### config.mk
export PLATFORM = sky130hd
export DESIGN_NAME = axilite_q_master
export DESIGN_NICKNAME = d
export VERILOG_FILES = /design/src/rtl/axilite_q_master.sv
export SDC_FILE = /design/constraint.sdc
export NUM_CORES = 1
export LEC_CHECK = 0
export CORE_MARGIN = 1.5
export CORE_UTILIZATION = 47
export CTS_BUF_LIST = sky130_fd_sc_hd__clkbuf_8
export CTS_CLUSTER_DIAMETER = 100
export DETAILED_ROUTE_END_ITERATION = 8
export GPL_TIMING_DRIVEN = 0
export PLACE_DENSITY_LB_ADDON = 0.25
export SYNTH_ARGS = -nofsm -noshare
export SYNTH_HDL_FRONTEND = slang
export SYNTH_SLANG_ARGS = --single-unit
### constraint.sdc
create_clock -name aclk -period 5 [get_ports aclk]
set_input_delay 0.5 -clock aclk [delete_from_list [all_inputs] [get_ports aclk]]
set_output_delay 0.5 -clock aclk [all_outputs]
set_load 0.03 [all_outputs]
### src/rtl/axilite_q_master.sv
// axilite_q_master: AXI4-Lite master fed by a command FIFO,
// with a decoupled response port and saturating error counter.
module axilite_q_master #(
  parameter int ADDR_W    = 32,
  parameter int DATA_W    = 64,
  parameter int CMD_DEPTH = 4,
  parameter int ERR_W     = 8
) (
  input  logic                aclk,
  input  logic                aresetn,
  output logic [ADDR_W-1:0]   m_axi_awaddr,
  output logic [2:0]          m_axi_awprot,
  output logic                m_axi_awvalid,
  input  logic                m_axi_awready,
  output logic [DATA_W-1:0]   m_axi_wdata,
  output logic [DATA_W/8-1:0] m_axi_wstrb,
  output logic                m_axi_wvalid,
  input  logic                m_axi_wready,
  input  logic [1:0]          m_axi_bresp,
  input  logic                m_axi_bvalid,
  output logic                m_axi_bready,
  output logic [ADDR_W-1:0]   m_axi_araddr,
  output logic [2:0]          m_axi_arprot,
  output logic                m_axi_arvalid,
  input  logic                m_axi_arready,
  input  logic [DATA_W-1:0]   m_axi_rdata,
  input  logic [1:0]          m_axi_rresp,
  input  logic                m_axi_rvalid,
  output logic                m_axi_rready,
  input  logic                cmd_valid,
  output logic                cmd_ready,
  input  logic                cmd_w_r,
  input  logic [ADDR_W-1:0]   cmd_addr,
  input  logic [DATA_W-1:0]   cmd_data,
  input  logic [DATA_W/8-1:0] cmd_strb,
  output logic                rsp_valid,
  input  logic                rsp_ready,
  output logic                rsp_w_r,
  output logic [DATA_W-1:0]   rsp_data,
  output logic [1:0]          rsp_resp,
  output logic                busy,
  output logic [ERR_W-1:0]    err_count
);
  localparam int SW = DATA_W / 8;
  localparam int PW = $clog2(CMD_DEPTH);
  localparam int CW = PW + 1;

  typedef struct packed {
    logic              w_r;
    logic [ADDR_W-1:0] addr;
    logic [DATA_W-1:0] data;
    logic [SW-1:0]     strb;
  } cmd_t;

  typedef enum logic [1:0] {
    IDLE, ISSUE, WRESP, RRESP
  } state_t;

  cmd_t          mem_q [CMD_DEPTH];
  cmd_t          new_cmd;
  logic [PW-1:0] wp_q, rp_q;
  logic [CW-1:0] cnt_q;
  logic          full, empty, push, pop;
  state_t        state_q, state_d;
  cmd_t          cur_q, cur_d;
  logic          awv_q, awv_d, wv_q, wv_d;
  logic          arv_q, arv_d;
  logic          rv_q, rv_d, rw_q, rw_d;
  logic [DATA_W-1:0] rd_q, rd_d;
  logic [1:0]    rr_q, rr_d;
  logic [ERR_W-1:0] err_q, err_d;
  logic          rsp_free, b_hs, r_hs;

  assign full      = cnt_q == CW'(CMD_DEPTH);
  assign empty     = cnt_q == '0;
  assign cmd_ready = ~full;
  assign push      = cmd_valid & ~full;

  assign new_cmd.w_r  = cmd_w_r;
  assign new_cmd.addr = cmd_addr;
  assign new_cmd.data = cmd_w_r ? '0 : cmd_data;
  assign new_cmd.strb = cmd_w_r ? '0 : cmd_strb;

  // A held response blocks B/R until the consumer drains it
  assign rsp_free     = ~rv_q | rsp_ready;
  assign m_axi_bready = (state_q == WRESP) & rsp_free;
  assign m_axi_rready = (state_q == RRESP) & rsp_free;
  assign b_hs = m_axi_bready & m_axi_bvalid;
  assign r_hs = m_axi_rready & m_axi_rvalid;

  always_comb begin
    state_d = state_q;
    cur_d   = cur_q;
    awv_d   = awv_q;
    wv_d    = wv_q;
    arv_d   = arv_q;
    rv_d    = rv_q & ~rsp_ready;
    rw_d    = rw_q;
    rd_d    = rd_q;
    rr_d    = rr_q;
    err_d   = err_q;
    pop     = 1'b0;
    unique case (state_q)
      IDLE: pop = ~empty;
      ISSUE: begin
        if (cur_q.w_r) begin
          arv_d = arv_q & ~m_axi_arready;
          if (arv_q & m_axi_arready) state_d = RRESP;
        end else begin
          awv_d = awv_q & ~m_axi_awready;
          wv_d  = wv_q & ~m_axi_wready;
          if (~awv_d & ~wv_d) state_d = WRESP;
        end
      end
      WRESP, RRESP: begin
        if (b_hs | r_hs) begin
          rv_d    = 1'b1;
          rw_d    = r_hs;
          rd_d    = r_hs ? m_axi_rdata : '0;
          rr_d    = r_hs ? m_axi_rresp : m_axi_bresp;
          if (rr_d[1] && err_q != '1) err_d = err_q + 1'b1;
          pop     = ~empty;
          state_d = IDLE;
        end
      end
      default: state_d = IDLE;
    endcase
    if (pop) begin
      cur_d   = mem_q[rp_q];
      awv_d   = ~cur_d.w_r;
      wv_d    = ~cur_d.w_r;
      arv_d   = cur_d.w_r;
      state_d = ISSUE;
    end
  end

  always_ff @(posedge aclk or negedge aresetn) begin
    if (!aresetn) begin
      state_q <= IDLE;
      cur_q   <= '0;
      awv_q   <= 1'b0;
      wv_q    <= 1'b0;
      arv_q   <= 1'b0;
      rv_q    <= 1'b0;
      rw_q    <= 1'b0;
      rd_q    <= '0;
      rr_q    <= '0;
      err_q   <= '0;
      wp_q    <= '0;
      rp_q    <= '0;
      cnt_q   <= '0;
    end else begin
      state_q <= state_d;
      cur_q   <= cur_d;
      awv_q   <= awv_d;
      wv_q    <= wv_d;
      arv_q   <= arv_d;
      rv_q    <= rv_d;
      rw_q    <= rw_d;
      rd_q    <= rd_d;
      rr_q    <= rr_d;
      err_q   <= err_d;
      if (push) wp_q <= wp_q + 1'b1;
      if (pop)  rp_q <= rp_q + 1'b1;
      cnt_q   <= cnt_q + CW'(push) - CW'(pop);
    end
  end

  always_ff @(posedge aclk) begin
    if (push) mem_q[wp_q] <= new_cmd;
  end

  assign m_axi_awvalid = awv_q;
  assign m_axi_wvalid  = wv_q;
  assign m_axi_arvalid = arv_q;
  assign m_axi_awaddr  = awv_q ? cur_q.addr : '0;
  assign m_axi_wdata   = wv_q ? cur_q.data : '0;
  assign m_axi_wstrb   = wv_q ? cur_q.strb : '0;
  assign m_axi_araddr  = arv_q ? cur_q.addr : '0;
  assign m_axi_awprot  = 3'b000;
  assign m_axi_arprot  = 3'b000;

  assign rsp_valid = rv_q;
  assign rsp_w_r   = rw_q;
  assign rsp_data  = rd_q;
  assign rsp_resp  = rr_q;
  assign err_count = err_q;
  assign busy      = ~empty | (state_q != IDLE);

endmodule

==> tab_implementation.tex <==
\begin{tabular}{lr}
\hline
Metric & Value \\
\hline
\multicolumn{2}{l}{\textbf{Outcome}} \\
\quad Run status & finished clean \\
\multicolumn{2}{l}{\textbf{Synthesis}} \\
\quad Number of warnings reported in the yosys synthesis log & 0 \\
\quad Summed instance area of the synthesized netlist & 0.0241 mm\^{}2 \\
\quad Share of synthesized cell area in and, or, nand and nor gates & 0.0661 \\
\quad Register bit total from synthesis & between 600 and 700 \\
\quad Post-synth EDFFs & 420 \\
\quad Most common flop cell mapped by yosys & edfxtp\_1 \\
\quad Portion of netlist area occupied by mux cells & 0.149 \\
\quad Mapped Cells & 1,279 \\
\quad Share of the synthesized netlist area taken by xor and xnor gates & 0.00436 \\
\quad Dominant combinational cell family by area after synthesis & multiplexers \\
\quad Syn\_area\_per\_cell & 18.8 um\^{}2 \\
\quad Sequential share of the synthesized area & 0.724 \\
\quad Post-synthesis async set-or-reset flop share & 0.315 \\
\quad Distinct cell type count of the synthesized netlist & 46 \\
\quad Synthesized-area fraction occupied by adder cells & 0.00446 \\
\quad Synthesized-area fraction occupied by ao, oa, aoi and oai cells & 0.0326 \\
\multicolumn{2}{l}{\textbf{Finish}} \\
\quad Multi-input gate area & 0.00623 mm\^{}2 \\
\quad Share of cells above drive strength 1 & 0.223 \\
\quad Post-layout instance area & 0.0313 mm\^{}2 \\
\quad Area growth from synthesis to final layout & 29.7\% \\
\quad Post-route insts no fill & 2,549 \\
\quad Number of fillers in the final layout & 3,705 \\
\quad Final \#Nets & 1,984 \\
\quad Commonest non-fill, non-tap cell in the layout & edfxtp\_1 \\
\quad Sequential cell area in the final layout & around 0.017 mm\^{}2 \\
\quad Most frequent cells in the layout & edfxtp\_1 (420), clkdlybuf4s50\_1 (399), dfrtp\_1 (193) \\
\multicolumn{2}{l}{\textbf{Place}} \\
\quad Area post-placement & 0.0292 mm\^{}2 \\
\quad DPL Wire Length & roughly 37 mm \\
\quad Buffers on Ports & 400 \\
\quad Placed cell count & 2,365 \\
\quad Weighted congestion at the end of routability-driven global placement & 0.876 \\
\multicolumn{2}{l}{\textbf{Route}} \\
\quad Vias post-DR & 13,449 \\
\quad DRC violations left & 0 \\
\quad Routed length per placed instance & 22.3 um \\
\quad Final wirelength & 56.9 mm \\
\quad Post-detailed-route count of antenna-violating nets & 0 \\
\quad Iter 0 DRT Violations & 709 \\
\quad Via count normalized by instance count & 5.28 \\
\quad Drt pass-1 iters & 5 \\
\multicolumn{2}{l}{\textbf{Die}} \\
\quad CORE AREA & 0.0504 mm\^{}2 \\
\quad Horizontal die dimension & 229 um \\
\quad Initial Util & 0.479 \\
\quad Number of rows in the core area & a little over 80 \\
\quad I/O pin cnt & 407 \\
\quad Die Area & 0.0527 mm\^{}2 \\
\quad Die height & 229 um \\
\multicolumn{2}{l}{\textbf{Worst setup path}} \\
\quad Crit. Startpoint & m\_axi\_wvalid \\
\quad Critical path data arrival time & 3470 ps \\
\quad Critical path destination & m\_axi\_wstrb[1] \\
\quad Critical-path maximum fanout & 10 \\
\quad Launching element type of the critical path & register \\
\quad Worst reg2reg startpoint & cnt\_q[1] \\
\quad Capturing point of the worst reg2reg path & cnt\_q[2] \\
\quad Critical path start-end classification & reg -> out \\
\quad Req. time, crit path & between 4000 and 5000 ps \\
\quad Type of element capturing the critical path & output port \\
\quad Number of cell instances on the worst register-to-register path & 13 \\
\quad Worst-case register-to-register setup slack & about 1900 ps \\
\multicolumn{2}{l}{\textbf{Clock network}} \\
\quad Sink count of the clock tree & 613 \\
\quad Buffer type at the clock tree root & clkbuf\_8 \\
\quad Hold buffers post-CTS & 1 \\
\quad Skew-Pair Late Insertion Delay & approximately 690 ps \\
\quad \# resized after CTS & 0 \\
\quad Number of buffers on the longest clock path & 3 \\
\quad Clock transition at the registers of the reported paths & $\sim$60 ps \\
\quad Number of setup buffers added after CTS & 0 \\
\quad CTS Buf Count & 98 \\
\quad CTS tree & done \\
\quad H-tree lvl count & 3 \\
\multicolumn{2}{l}{\textbf{STA}} \\
\quad Fmax & 252 MHz \\
\quad Slew Limit Fails & 0 \\
\quad Final-report setup violation count & 0 \\
\quad RSZ-0062 raised after global routing & false \\
\quad Final worst clock skew & about 42 ps \\
\quad Slew margin rel. & 0.202 \\
\quad Fraction of the cycle the final worst path needs & 0.794 \\
\quad Post-route minimum period & 3970 ps \\
\quad Final Hold Viols & 0 \\
\quad Worst-margin pin slew & 1200 ps \\
\multicolumn{2}{l}{\textbf{Global route}} \\
\quad Remaining global-route overflow & 0 \\
\quad Via count of the first global-routing pass & 14,378 \\
\quad Wire length of the first global-routing pass & 85.8 mm \\
\quad Number of antenna violations at the first check in global routing & 9 \\
\quad Maximum number of pins on one net before global-route repair & 117 \\
\quad Gr usage total & 0.219 \\
\multicolumn{2}{l}{\textbf{Power and ir drop}} \\
\quad Leak Pwr & approximately 0.012 uW \\
\quad PD cells & 653 mW/mm\^{}2 \\
\quad Total power of the final layout & 20,400 uW \\
\quad Worst supply voltage drop on vdd & roughly 0.38 mV \\
\multicolumn{2}{l}{\textbf{Min path}} \\
\quad Kind of path behind the tightest hold check & in -> async \\
\multicolumn{2}{l}{\textbf{Job}} \\
\quad Number of maximum-capacitance constraint violations & 0 \\
\hline
\end{tabular}
-- logic make-up after synthesis --
kind of cell | after synthesis
buffers and inverters | 91
AO/OA/AOI/OAI | 87
flip-flops | 613
other | 1
multiplexers | 213
AND/OR/NAND/NOR | 254
adder cells (fa/ha/maj) | 8
XOR/XNOR | 12
-- registers in the layout, summed over array words and instances, names as in the netlist --
signal and count:
cnt_q 3, cur_q 105, err_count 8, m_axi_arvalid 1, m_axi_awvalid 1, m_axi_wvalid 1
mem_q 420, rp_q 2, rsp_data 64, rsp_resp 2, rsp_valid 1, rsp_w_r 1
state_q 2, wp_q 2
-- Yosys cell counts, drive strengths merged (4+ instances only) --
| cell type | number | share of area |
|---|---|---|
| mux2 | 106 | 0.050 |
| xor2 | 7 | 0.0025 |
| nor2b | 76 | 0.020 |
| inv | 9 | 0.0014 |
| and3 | 8 | 0.0021 |
| dfrtp | 193 | 0.20 |
| clkbuf | 36 | 0.0056 |
| nand4 | 4 | 0.0017 |
| o21ai | 5 | 0.0015 |
| nand2 | 9 | 0.0017 |
| mux4 | 105 | 0.098 |
| xnor2 | 5 | 0.0018 |
| buf | 46 | 0.013 |
| and2 | 140 | 0.036 |
| edfxtp | 420 | 0.52 |
| a2111oi | 6 | 0.0037 |
| nand3 | 5 | 0.0010 |
| ha | 7 | 0.0036 |
| a22o | 64 | 0.023 |
-- final cells by class --
cell class | count | share of cell area
flip-flops and latches | 613 | 0.558
diodes | 2 | 0.000160
well taps | 672 | 0.0269
multi-input cells | 580 | 0.199
plain buffers | 82 | 0.0140
repair buffers | 410 | 0.137
clock buffers | 119 | 0.0524
clock inverters | 62 | 0.0115
inverters | 9 | 0.00108
-- worst max-delay path: stages (launching register included) --
cell             delay (ps)
dfrtp_1                 380
clkbuf_1                890
clkbuf_1                480
and2_1                  210
clkdlybuf4s50_1         820
-- worst min path at each step --
stage	start	end	slack, ps
after floorplan	aresetn	cnt_q[0]	200
after global placement	rsp_resp[1]	rsp_resp[1]	460
after detailed placement	rsp_resp[1]	rsp_resp[1]	470
after CTS	m_axi_rdata[9]	rsp_data[9]	370
after global routing	m_axi_rdata[61]	rsp_data[61]	380
final	aresetn	cur_q[87]	430
-- power breakdown --
part	leakage, uW	switching, uW	internal (uW)
registers	0.00625	629	7030
clock network	0.00116	1940	2320
logic	0.00411	4480	4000
-- per-stage QoR --
step | TNS (ps) | worst slack [ps] | utilization | hold slack [ps]
2_1_floorplan | 0 | 1320 | - | 204
3_3_place_gp | -1644720 | -5870 | 0.575 | 461
3_5_place_dp | 0 | 1590 | 0.580 | 475
4_1_cts | 0 | 861 | 0.620 | 366
5_1_grt | 0 | 845 | 0.620 | 382
6_report | 0 | 1030 | 0.620 | 427
-- routing by layer --
metal | routed length [um] | track usage
met1 | 23300 | 0.278
met2 | 28400 | 0.361
met3 | 3640 | 0.0620
met4 | 1460 | 0.0746
met5 | 92 | 0
Power figures use the tool's default switching activity.
